===== src/rtl/cla_pkg.sv =====
// Shared definitions for the CLA slice sequencer.
//   SLICE_W : width of the cla_adder slice datapath
//   state_t : sequencer state encoding (IDLE, RUN, DONE)
//   nslice  : number of slice cycles needed for a given operand width
package cla_pkg;

  localparam int unsigned SLICE_W = 5;

  typedef enum logic [1:0] {
    IDLE,
    RUN,
    DONE
  } state_t;

  function automatic int unsigned nslice(input int unsigned width);
    return width / SLICE_W;
  endfunction

endpackage


===== src/rtl/cla_adder.sv =====
// 5-bit carry-lookahead adder slice (purely combinational).
// Ports:
//   a, b  : 5-bit addends
//   cin   : carry in
//   sum   : 5-bit sum
//   cout  : carry out of bit 4
module cla_adder (
  input  logic [4:0] a,
  input  logic [4:0] b,
  input  logic       cin,
  output logic [4:0] sum,
  output logic       cout
);

  logic [4:0] g;
  logic [4:0] p;
  logic [5:0] c;

  assign g = a & b;
  assign p = a ^ b;

  // Every carry is expanded from generate/propagate terms and cin,
  // so no carry depends on the one below it.
  assign c[0] = cin;
  assign c[1] = g[0] | (p[0] & cin);
  assign c[2] = g[1] | (p[1] & g[0]) | (p[1] & p[0] & cin);
  assign c[3] = g[2] | (p[2] & g[1]) | (p[2] & p[1] & g[0])
              | (p[2] & p[1] & p[0] & cin);
  assign c[4] = g[3] | (p[3] & g[2]) | (p[3] & p[2] & g[1])
              | (p[3] & p[2] & p[1] & g[0])
              | (p[3] & p[2] & p[1] & p[0] & cin);
  assign c[5] = g[4] | (p[4] & g[3]) | (p[4] & p[3] & g[2])
              | (p[4] & p[3] & p[2] & g[1])
              | (p[4] & p[3] & p[2] & p[1] & g[0])
              | (p[4] & p[3] & p[2] & p[1] & p[0] & cin);

  assign sum  = p ^ c[4:0];
  assign cout = c[5];

endmodule


===== src/rtl/cla_slice_sequencer.sv =====
// Multi-cycle WIDTH-bit adder built around a single 5-bit cla_adder.
// Operands are captured on an input handshake, added one slice per cycle
// (LSB slice first) with the carry registered between slices, and the
// result is held on an output handshake.
// Ports:
//   clk, rst_n           : clock, asynchronous active-low reset
//   in_valid / in_ready  : operand handshake (op_a, op_b, cin)
//   out_valid / out_ready: result handshake (sum, cout)
//   busy                 : high while slices are being added
module cla_slice_sequencer
  import cla_pkg::*;
#(
  parameter int unsigned WIDTH = 20,
  parameter int unsigned SLICE = SLICE_W
) (
  input  logic             clk,
  input  logic             rst_n,
  input  logic             in_valid,
  output logic             in_ready,
  input  logic [WIDTH-1:0] op_a,
  input  logic [WIDTH-1:0] op_b,
  input  logic             cin,
  output logic             out_valid,
  input  logic             out_ready,
  output logic [WIDTH-1:0] sum,
  output logic             cout,
  output logic             busy
);

  localparam int unsigned NSLICE = nslice(WIDTH);
  localparam int unsigned IDXW   = (NSLICE > 1) ? $clog2(NSLICE) : 1;

  if ((SLICE != SLICE_W) || (WIDTH < SLICE) || ((WIDTH % SLICE) != 0)) begin : g_bad_width
    $error("cla_slice_sequencer: WIDTH must be a non-zero multiple of the 5-bit slice");
  end

  state_t           state;
  state_t           state_next;
  logic [WIDTH-1:0] a_sh;
  logic [WIDTH-1:0] b_sh;
  logic [WIDTH-1:0] sum_q;
  logic [IDXW-1:0]  idx;
  logic             carry;
  logic             cout_q;
  logic [SLICE-1:0] slice_sum;
  logic             slice_cout;
  logic             last;

  assign last = (idx == IDXW'(NSLICE - 1));

  // Operands shift right each RUN cycle, so the adder always sees bits [4:0].
  cla_adder u_slice (
    .a    (a_sh[SLICE-1:0]),
    .b    (b_sh[SLICE-1:0]),
    .cin  (carry),
    .sum  (slice_sum),
    .cout (slice_cout)
  );

  always_ff @(posedge clk or negedge rst_n) begin
    if (!rst_n) begin
      state <= IDLE;
    end else begin
      state <= state_next;
    end
  end

  always_comb begin
    state_next = state;
    in_ready   = 1'b0;
    busy       = 1'b0;
    out_valid  = 1'b0;
    case (state)
      IDLE: begin
        in_ready = 1'b1;
        if (in_valid) state_next = RUN;
      end
      RUN: begin
        busy = 1'b1;
        if (last) state_next = DONE;
      end
      DONE: begin
        out_valid = 1'b1;
        if (out_ready) state_next = IDLE;
      end
      default: state_next = IDLE;
    endcase
  end

  always_ff @(posedge clk or negedge rst_n) begin
    if (!rst_n) begin
      a_sh   <= '0;
      b_sh   <= '0;
      sum_q  <= '0;
      idx    <= '0;
      carry  <= 1'b0;
      cout_q <= 1'b0;
    end else if (state == IDLE) begin
      if (in_valid) begin
        a_sh  <= op_a;
        b_sh  <= op_b;
        carry <= cin;
        idx   <= '0;
      end
    end else if (state == RUN) begin
      a_sh  <= a_sh >> SLICE;
      b_sh  <= b_sh >> SLICE;
      carry <= slice_cout;
      idx   <= idx + 1'b1;
      for (int unsigned i = 0; i < NSLICE; i++) begin
        if (idx == IDXW'(i)) sum_q[i*SLICE +: SLICE] <= slice_sum;
      end
      if (last) cout_q <= slice_cout;
    end
  end

  assign sum  = sum_q;
  assign cout = cout_q;

endmodule

===== config.mk =====
export PLATFORM = sky130hd
export DESIGN_NAME = cla_slice_sequencer
export DESIGN_NICKNAME = d
export VERILOG_FILES = /design/src/rtl/cla_pkg.sv /design/src/rtl/cla_adder.sv /design/src/rtl/cla_slice_sequencer.sv
export SDC_FILE = /design/constraint.sdc
export NUM_CORES = 1
export LEC_CHECK = 0
export ABC_AREA = 1
export BUFFER_PORTS_ARGS = -buffer_cell sky130_fd_sc_hd__buf_4
export CAP_MARGIN = 10
export CORE_ASPECT_RATIO = 1.75
export CORE_MARGIN = 1.5
export CORE_UTILIZATION = 45
export CTS_CLUSTER_SIZE = 20
export DETAILED_ROUTE_END_ITERATION = 8
export PLACE_DENSITY_LB_ADDON = 0.3
export SETUP_SLACK_MARGIN = 0.15
export SYNTH_ARGS = -nofsm -noshare
export SYNTH_HDL_FRONTEND = slang
export SYNTH_SLANG_ARGS = --single-unit
export TNS_END_PERCENT = 5

===== constraint.sdc =====
create_clock -name clk -period 2.8 [get_ports clk]
set_input_delay 0 -clock clk [delete_from_list [all_inputs] [get_ports clk]]
set_output_delay 0 -clock clk [all_outputs]
set_load 0.005 [all_outputs]

==> metrics.txt <==
largest family of logic cells by synthesized area simple AND/OR/NAND/NOR gates; Storage cell area 1650 sq um; Final ANT Viol Nets 0; CTS buffer count 9; H-tree depth 3; Final Critical Period 1.87 ns; syn avg cell area 8.62 sq um; initial detailed-routing violation count 194; RSZ-0062 raised after global routing no; fraction of the mapped netlist area in adder cells 4.36%; Die Width 65.2 microns; main flop type after synthesis dfrtp_1; worst vdd ir 0.588 mV; simple-gate share of the synthesized area 16.8%; Post-Route Skew 0.00607 ns; Area Overhead vs Synth 40.4%; initial antenna violation count 0; top cells by area, synth dfrtp_1 54%, o21ai_0 9.2%, nand2_1 8.9%; Max clock buf depth 2; Async S/R FF share, synth 100%; Root Buffer clkbuf_16; I/O pin cnt 69; FMAX 536 MHz; crit path launch state[0]; register area share after synthesis 54.3%; Worst Setup Start Kind register; number of synthesized flops with an enable pin 0; per-cell routed wire length 14.0 microns; num rows 39; nets 516; drt pass-1 iters 4; final setup vio count 0; Max Cap Viol 0; Hold Path Class in2reg; Slew @ Worst Pin 0.827 ns; gpl congestion 0.802; compound-gate portion of the synthesized area 16.6%; vias per inst 5.16; Tcrit/Tclk final 66.7%; Critical Path RT 2.99 ns; final setup margin 0.933 ns; Rel. slew slack 44.9%; Yosys reg bits 66; post-route DRC violation count 0; final cell count without fillers 548; power per cell area 1150 nW/um^2; Synth Area in XOR/XNOR 0.288%; first-pass GRT wire length 12.8 mm; CP Max Fanout 37; syn nets 408; drt total wl 7.69 mm; most frequent cell after synthesis nand2_1; share of cells above drive strength 1 19.5%; area of the multi-input gates 1160 sq um; Synth top area share 54.3%; gr ovfl total 0; Reg2Reg Capture Point a_sh[13]; final slew viol count 0; Hold Path Stages 5; most frequent cells after synthesis 72 x nand2_1, 66 x dfrtp_1, 56 x o21ai_0; Worst Setup Path Type reg2reg; synth unique cells 24; yosys warns 0; Critical Path End Type register; arrival time worst endpoint 2.06 ns; Vias 2,827; die height 112 microns; vias in the first global route 2,841; number of fill cells in the layout 560; r2r worst-path depth 6; mux cell area share after synthesis 0%; CTS tree done; largest net degree at the start of global routing 67; Inst Count DP 490; endpoints failing hold 0; Worst-Skew Late Latency 0.33 ns; HP Start cin; Final TNS setup 0 ns; die area 7280 sq um; all-layer global routing usage 22.8%; ANT cells 0; Synth area leader dfrtp_1; pre-CTS WS 0.961 ns; reg2reg start state[0]; core area 6540 sq um; Post-Synthesis Cells 353; post-synth design cell area 3040 sq um; Static Leak 2.12 nW; reg2reg setup slack 0.93 ns; status finished clean; fin util 65.3%; IO Port Bufs 68; clk sinks 66; hold-critical path endpoint carry; post-DP HPWL 4.83 mm; Hold WS 0.0293 ns; Starting Density 46.5%; clock-pin slew on the worst setup and hold paths 0.05 ns
-- routing by layer --
| layer | share of wire [%] | vias up | wire, microns | GRT usage, % |
|---|---|---|---|---|
| met3 | 4.5 | 17 | 348 | 4.55 |
| met5 | 0 | - | 0 | 0 |
| met4 | 2.2 | 0 | 171 | 10.1 |
| met1 | 39 | 1353 | 2980 | 26.2 |
| met2 | 55 | 89 | 4190 | 40.1 |
| li1 | - | 1368 | - | - |
-- worst max-delay path by stage --
stage / to / depth (start not counted)
2_1_floorplan: sum[18] / 7
3_3_place_gp: a_sh[13] / 6
5_1_grt: a_sh[13] / 6
4_1_cts: b_sh[14] / 6
3_5_place_dp: b_sh[14] / 6
6_report: a_sh[13] / 6
-- state kept, by name, indices dropped and copies added (netlist names) --
signal  count
a_sh       20
idx         2
cout        1
sum        20
carry       1
state       2
b_sh       20
-- through the flow --
stage	total power [W]	cell area [sq um]
finish	0.00492	4270
detailed placement	0.00386	3590
floorplan	0.00315	3040
global placement	0.00375	3590
CTS	0.00492	4270
global route	0.00536	4270
-- area by class of cell --
class | instances | area share (%)
Clock buffer | 13 | 5.86
Clock inverter | 3 | 0.351
Inverter | 41 | 3.66
Multi-Input combinational cell | 232 | 27.1
Sequential cell | 66 | 38.7
Tap cell | 82 | 2.40
Timing Repair Buffer | 111 | 22.0
-- logic make-up after synthesis --
group | count (synthesis)
buf+inv | 55
fa+ha+maj | 10
compound gates | 99
flops | 66
simple gates | 122
xor+xnor | 1
-- cell usage in the layout, fill, tap and decap left out, drive strengths merged, types with 3 or more instances in the layout --
master / instances
clkbuf: 13
o21ai: 80
nand2: 75
nand3: 25
dlygate4sd3: 42
nor2: 21
clkinv: 3
dfrtp: 66
buf: 69
inv: 41
ha: 9
a21oi: 15
-- worst max-delay path, stage by stage, from the launching register on --
cell and delay [ns]:
dfrtp_1 0.62, nor2_4 0.03, buf_4 0.23, inv_2 0.46, a21oi_1 0.15, o21ai_1 0.12, o21ai_0 0.11
-- repair_timing --
item	in CTS	in global routing
endpoints found under the hold margin	107	0
buffers inserted	0	0
resized for setup	0	0
setup endpoints to repair	0	0
hold buffers	42	0
-- power by group --
group | switching [W] | leakage [nW] | internal (W)
clock network | 0.000384 | 0.133 | 0.000618
registers | 0.000252 | 0.820 | 0.00141
logic | 0.00137 | 1.17 | 0.000883
total | 0.00200 | 2.12 | 0.00291
Note: power is estimated with default switching activity, not from simulation.
